## config.mk

```make
export PLATFORM = sky130hd
export DESIGN_NAME = blit_memarb
export DESIGN_NICKNAME = d
export VERILOG_FILES = /design/src/rtl/blit_pkg.sv /design/src/rtl/blit_memarb.sv
export SDC_FILE = /design/constraint.sdc
export NUM_CORES = 1
export LEC_CHECK = 0
export ABC_AREA = 1
export CORE_MARGIN = 4
export CORE_UTILIZATION = 46
export DETAILED_ROUTE_END_ITERATION = 10
export PLACE_DENSITY = 0.81
export SLEW_MARGIN = 40
export SYNTH_ARGS = -nofsm -noshare
export SYNTH_HDL_FRONTEND = slang
export SYNTH_SLANG_ARGS = --single-unit
```

## constraint.sdc

```tcl
create_clock -name clk -period 4.4 [get_ports clk]
set_input_delay 0.88 -clock clk [delete_from_list [all_inputs] [get_ports clk]]
set_output_delay 0.88 -clock clk [all_outputs]
set_load 0.005 [all_outputs]
```

## src/rtl/blit_pkg.sv

```systemverilog
// Shared encodings for the blitter memory arbiter: FSM state and the
// identity of the requester that owns the in-flight memory access.
package blit_pkg;

    typedef enum logic {
        ST_IDLE = 1'b0,
        ST_BUSY = 1'b1
    } state_t;

    typedef enum logic {
        OWN_DISP = 1'b0,
        OWN_CPU  = 1'b1
    } owner_t;

    localparam logic [1:0] BE_ALL = 2'b11;

endpackage

```

## src/rtl/blit_memarb.sv

```systemverilog
// Two-requester memory arbiter: display fetches take priority, but a waiting
// CPU access is forced through after DISP_BURST_MAX consecutive display grants.
module blit_memarb
    import blit_pkg::*;
#(
    parameter int DISP_BURST_MAX = 4
) (
    input  logic        clk,
    input  logic        rst,
    input  logic        disp_req,
    input  logic [17:0] disp_addr,
    output logic        disp_ack,
    output logic [15:0] disp_rdata,
    input  logic        cpu_req,
    input  logic        cpu_wr,
    input  logic [17:0] cpu_addr,
    input  logic [15:0] cpu_wdata,
    input  logic [1:0]  cpu_be,
    output logic        cpu_ack,
    output logic [15:0] cpu_rdata,
    output logic        mem_req,
    output logic        mem_wr,
    output logic [17:0] mem_addr,
    output logic [15:0] mem_wdata,
    output logic [1:0]  mem_be,
    input  logic        mem_ack,
    input  logic [15:0] mem_rdata
);

    localparam logic [3:0] BURST_MAX = 4'(DISP_BURST_MAX);

    state_t      r_state;
    state_t      w_state_nxt;
    owner_t      r_owner;
    logic        r_disp_pend;
    logic [17:0] r_disp_addr;
    logic [3:0]  r_burst_cnt;
    logic        r_mem_req;
    logic        r_mem_wr;
    logic [17:0] r_mem_addr;
    logic [15:0] r_mem_wdata;
    logic [1:0]  r_mem_be;
    logic        r_disp_ack;
    logic        r_cpu_ack;
    logic [15:0] r_disp_rdata;
    logic [15:0] r_cpu_rdata;

    logic        w_disp_pend;
    logic [17:0] w_disp_addr;
    logic        w_cpu_live;
    logic        w_grant_disp;
    logic        w_grant_cpu;
    logic        w_mem_done;

    // A fresh disp_req can be granted in the cycle it arrives.
    assign w_disp_pend = r_disp_pend | disp_req;
    assign w_disp_addr = r_disp_pend ? r_disp_addr : disp_addr;
    // cpu_req is still high in its ack cycle; it must not win a second grant.
    assign w_cpu_live  = cpu_req & ~r_cpu_ack;
    assign w_mem_done  = (r_state == ST_BUSY) && mem_ack;

    always_ff @(posedge clk or posedge rst) begin
        if (rst) begin
            r_state <= ST_IDLE;
        end else begin
            r_state <= w_state_nxt;
        end
    end

    always_comb begin
        w_state_nxt  = r_state;
        w_grant_disp = 1'b0;
        w_grant_cpu  = 1'b0;
        case (r_state)
            ST_IDLE: begin
                if (w_disp_pend && !(w_cpu_live && r_burst_cnt == BURST_MAX)) begin
                    w_grant_disp = 1'b1;
                    w_state_nxt  = ST_BUSY;
                end else if (w_cpu_live) begin
                    w_grant_cpu  = 1'b1;
                    w_state_nxt  = ST_BUSY;
                end
            end
            ST_BUSY: begin
                if (mem_ack) begin
                    w_state_nxt = ST_IDLE;
                end
            end
            default: w_state_nxt = ST_IDLE;
        endcase
    end

    always_ff @(posedge clk or posedge rst) begin
        if (rst) begin
            r_disp_pend  <= 1'b0;
            r_disp_addr  <= '0;
            r_burst_cnt  <= '0;
            r_owner      <= OWN_DISP;
            r_mem_req    <= 1'b0;
            r_mem_wr     <= 1'b0;
            r_mem_addr   <= '0;
            r_mem_wdata  <= '0;
            r_mem_be     <= '0;
        end else begin
            // A request already latched is consumed by the grant; a second
            // pulse in the same cycle becomes the next pending fetch.
            if (w_grant_disp) begin
                r_disp_pend <= r_disp_pend & disp_req;
            end else if (disp_req) begin
                r_disp_pend <= 1'b1;
            end
            if (disp_req && (!r_disp_pend || w_grant_disp)) begin
                r_disp_addr <= disp_addr;
            end

            if (!cpu_req || w_grant_cpu) begin
                r_burst_cnt <= '0;
            end else if (w_grant_disp && r_burst_cnt != BURST_MAX) begin
                r_burst_cnt <= r_burst_cnt + 4'd1;
            end

            if (w_grant_disp) begin
                r_owner     <= OWN_DISP;
                r_mem_req   <= 1'b1;
                r_mem_wr    <= 1'b0;
                r_mem_addr  <= w_disp_addr;
                r_mem_wdata <= '0;
                r_mem_be    <= BE_ALL;
            end else if (w_grant_cpu) begin
                r_owner     <= OWN_CPU;
                r_mem_req   <= 1'b1;
                r_mem_wr    <= cpu_wr;
                r_mem_addr  <= cpu_addr;
                r_mem_wdata <= cpu_wdata;
                r_mem_be    <= cpu_be;
            end else if (w_mem_done) begin
                r_mem_req   <= 1'b0;
            end
        end
    end

    always_ff @(posedge clk or posedge rst) begin
        if (rst) begin
            r_disp_ack   <= 1'b0;
            r_cpu_ack    <= 1'b0;
            r_disp_rdata <= '0;
            r_cpu_rdata  <= '0;
        end else begin
            r_disp_ack <= w_mem_done && (r_owner == OWN_DISP);
            r_cpu_ack  <= w_mem_done && (r_owner == OWN_CPU);
            if (w_mem_done && r_owner == OWN_DISP) begin
                r_disp_rdata <= mem_rdata;
            end
            if (w_mem_done && r_owner == OWN_CPU) begin
                r_cpu_rdata <= r_mem_wr ? 16'h0000 : mem_rdata;
            end
        end
    end

    assign disp_ack   = r_disp_ack;
    assign disp_rdata = r_disp_rdata;
    assign cpu_ack    = r_cpu_ack;
    assign cpu_rdata  = r_cpu_rdata;
    assign mem_req    = r_mem_req;
    assign mem_wr     = r_mem_wr;
    assign mem_addr   = r_mem_addr;
    assign mem_wdata  = r_mem_wdata;
    assign mem_be     = r_mem_be;

endmodule
```

==> impl_metrics.json <==
{
  "wl_met3_um": 992,
  "synth_nets": 594,
  "cts_made_buffers": 9,
  "drive_gt1_frac": 0.0537,
  "fillCellCount": 776,
  "synthTopCellsByArea": "dfrtp_1 56%, nand2_1 17%, nand3_1 15%",
  "max_freq_mhz": 337,
  "wire_per_inst_um": 15.5,
  "drt-met1-wl_um": 5120,
  "hold_path.class": "reg2reg",
  "n_antenna_cell": 0,
  "grt_pass1_wl_um": 20000,
  "drtPass1Iterations": 4,
  "hold_end": "disp_rdata[8]$_DFFE_PP0P_",
  "grt_pass1_vias": 4078,
  "areaGrowthSynthToFinish_pct": 39.0,
  "start_util": 0.473,
  "avgSynthCellArea_um2": 8.47,
  "critical_path_class": "reg2reg",
  "die_area_um2": 11100,
  "h-tree-depth": 3,
  "reg2reg_to": "mem_addr[9]$_DFFE_PP0P_",
  "grt_start_max_net_pins": 84,
  "netlist_instances": 516,
  "dpl.hpwl_um": 8480,
  "synth_cell_types": 25,
  "clk_latency_ns": 0.37,
  "cts_setup_buffers": 0,
  "yosysSeqAreaShare": 0.555,
  "peakVddDrop_mv": 0.351,
  "place_ws_ns": 0.874,
  "drcViolationCount": 0,
  "holdPathStages": 2,
  "syn_area_um2": 4370,
  "stdcell_count": 781,
  "hold_violations": 0,
  "ys_warn_count": 0,
  "totalPowerFinal_w": 0.00383,
  "die_w_um": 105,
  "crit_arrival_ns": 3.27,
  "finalWorstSetupSlack_ns": 1.43,
  "hold_start": "disp_rdata[8]$_DFFE_PP0P_",
  "wl_met2_um": 5800,
  "num-nets-final": 725,
  "rows": 35,
  "worst_setup_path_start_kind": "register",
  "cts_resized": 0,
  "clock_path_buffers": 2,
  "highest_layer": "met4",
  "rsz0062_at_grt": "false",
  "place_congestion": 0.820,
  "cts.clk_slew.worst_paths_ns": 0.09,
  "worst_pin_slew_ns": 0.778,
  "synthFlopType": "dfrtp_1",
  "end_kind": "register",
  "antenna_found_initial": 0,
  "grt_overflow": 0,
  "yosysTopAreaCell": "dfrtp_1",
  "cts_tree": "built",
  "cp.required_ns": 4.70,
  "portBuffers": 147,
  "vias_per_cell": 5.33,
  "antenna_left": 0,
  "synth_commonest_cells": "201 x nand2_1, 127 x nand3_1, 97 x dfrtp_1, 17 x o21ai_0, 15 x buf_2",
  "design.core.area_um2": 9240,
  "layout_min_cycle_time_ns": 2.97,
  "r2r_cells": 6,
  "setup_viol": 0,
  "slew_headroom": 0.480,
  "timing.final.crit_share": 0.675,
  "power.density_nw_per_um2": 631,
  "r2r_setup_slack_ns": 1.43,
  "synth_edf_count": 0,
  "routed_wl_um": 12100,
  "die_y_um": 105,
  "slew_viol_final": 0,
  "crit-reg2reg-launch": "r_disp_pend$_DFFE_PP0P_",
  "dp.cells": 765,
  "post-route-util": 0.657,
  "maxCapViolations": 0,
  "path_max_fanout": 37,
  "yosys.area.top_type_share": 0.555,
  "status": "finished, final reports clean",
  "cts_hold_buf": 0,
  "finalSetupTns_ns": 0,
  "track_usage": 0.220,
  "vias": 4162,
  "ios": 148,
  "drt_iter0_drc": 253,
  "async_flop_share": 1.00,
  "yosysMostFrequentCell": "nand2_1",
  "clockRootBuffer": "clkbuf_8",
  "synth_seq_cells": 97,
  "clkSinkCount": 97,
  "leakagePower_nw": 2.93,
  "finalClockSkew_ns": 0.0104
}
[power breakdown]
group / internal (W) / total (W) / switching (W)
Clock: 0.000381 / 0.000697 / 0.000316
Sequential: 0.00124 / 0.00149 / 0.000245
Combinational: 0.000781 / 0.00165 / 0.000867
[worst max path at each step]
stage | from | end | slack, ns | cells past startpoint
after floorplan | rst | cpu_ack$_DFF_PP0_ | 0.99 | 1
after global placement | disp_req | r_disp_addr[14]$_DFFE_PP0P_ | 0.95 | 8
after detailed placement | disp_req | r_disp_addr[9]$_DFFE_PP0P_ | 0.87 | 8
after CTS | disp_req | r_disp_addr[9]$_DFFE_PP0P_ | 1.27 | 8
after global routing | r_disp_pend$_DFFE_PP0P_ | mem_addr[12]$_DFFE_PP0P_ | 1.24 | 6
final | r_disp_pend$_DFFE_PP0P_ | mem_addr[9]$_DFFE_PP0P_ | 1.43 | 6
[logic make-up after synthesis]
logic type	share of synthesized area
xor+xnor	0.00200
fa+ha+maj	0.00572
buf+inv	0.0570
simple gates	0.353
flops	0.555
compound gates	0.0275
[state kept, by name (all words and copies together) (netlist names)]
signal       cells
r_disp_pend      1
r_owner          1
r_disp_addr     18
disp_rdata      16
disp_ack         1
r_burst_cnt      4
cpu_rdata       16
mem_req          1
mem_wr           1
r_state          1
mem_addr        18
mem_be           2
mem_wdata       16
cpu_ack          1
[cells in the final DEF (no fill, tap or decap), types with 2 or more instances in the layout]
master | netlist | final
ha_1 | 2 | 2
clkbuf_8 | 0 | 9
o22ai_1 | 2 | 2
clkinv_4 | 0 | 2
nor2_4 | 2 | 2
nor2_1 | 7 | 7
nand3_1 | 127 | 127
nand2_1 | 201 | 201
o21ai_1 | 2 | 2
bufinv_16 | 0 | 3
dfrtp_1 | 97 | 97
nand2_2 | 4 | 4
inv_1 | 11 | 10
nand2_4 | 4 | 4
o21ai_0 | 17 | 17
inv_6 | 1 | 2
clkdlybuf4s50_1 | 0 | 146
inv_2 | 4 | 4
[critical path: stages, from the launching register on]
cell	delay, ns
dfrtp_1	0.85
inv_1	0.55
nand2_1	0.29
nand2_2	0.48
nand2_4	0.47
nand3_1	0.15
nand3_1	0.11
[routing by layer]
layer | vias up | GRT usage
li1 | 1941 | -
met1 | 1983 | 0.295
met2 | 223 | 0.361
met3 | 15 | 0.0380
met4 | 0 | 0.0769
met5 | - | 0
[area by class of cell]
| type | instances | area, µm² | share of cell area |
|---|---|---|---|
| inverters | 17 | 73.8 | 0.0122 |
| clock inverters | 6 | 115 | 0.0189 |
| multi-input cells | 374 | 1700 | 0.279 |
| repair buffers | 148 | 1470 | 0.243 |
| well taps | 129 | 161 | 0.0266 |
| flip-flops and latches | 97 | 2430 | 0.400 |
| clock buffers | 10 | 128 | 0.0210 |
[through the flow]
stage | area (µm²) | hold WS [ns]
6_report | 6070 | 0.478
5_1_grt | 6070 | 0.494
4_1_cts | 6080 | 0.482
3_5_place_dp | 5840 | 0.458
3_3_place_gp | 5830 | 0.454
2_1_floorplan | 4370 | 0.442
Note: power is estimated with default switching activity, not from simulation.
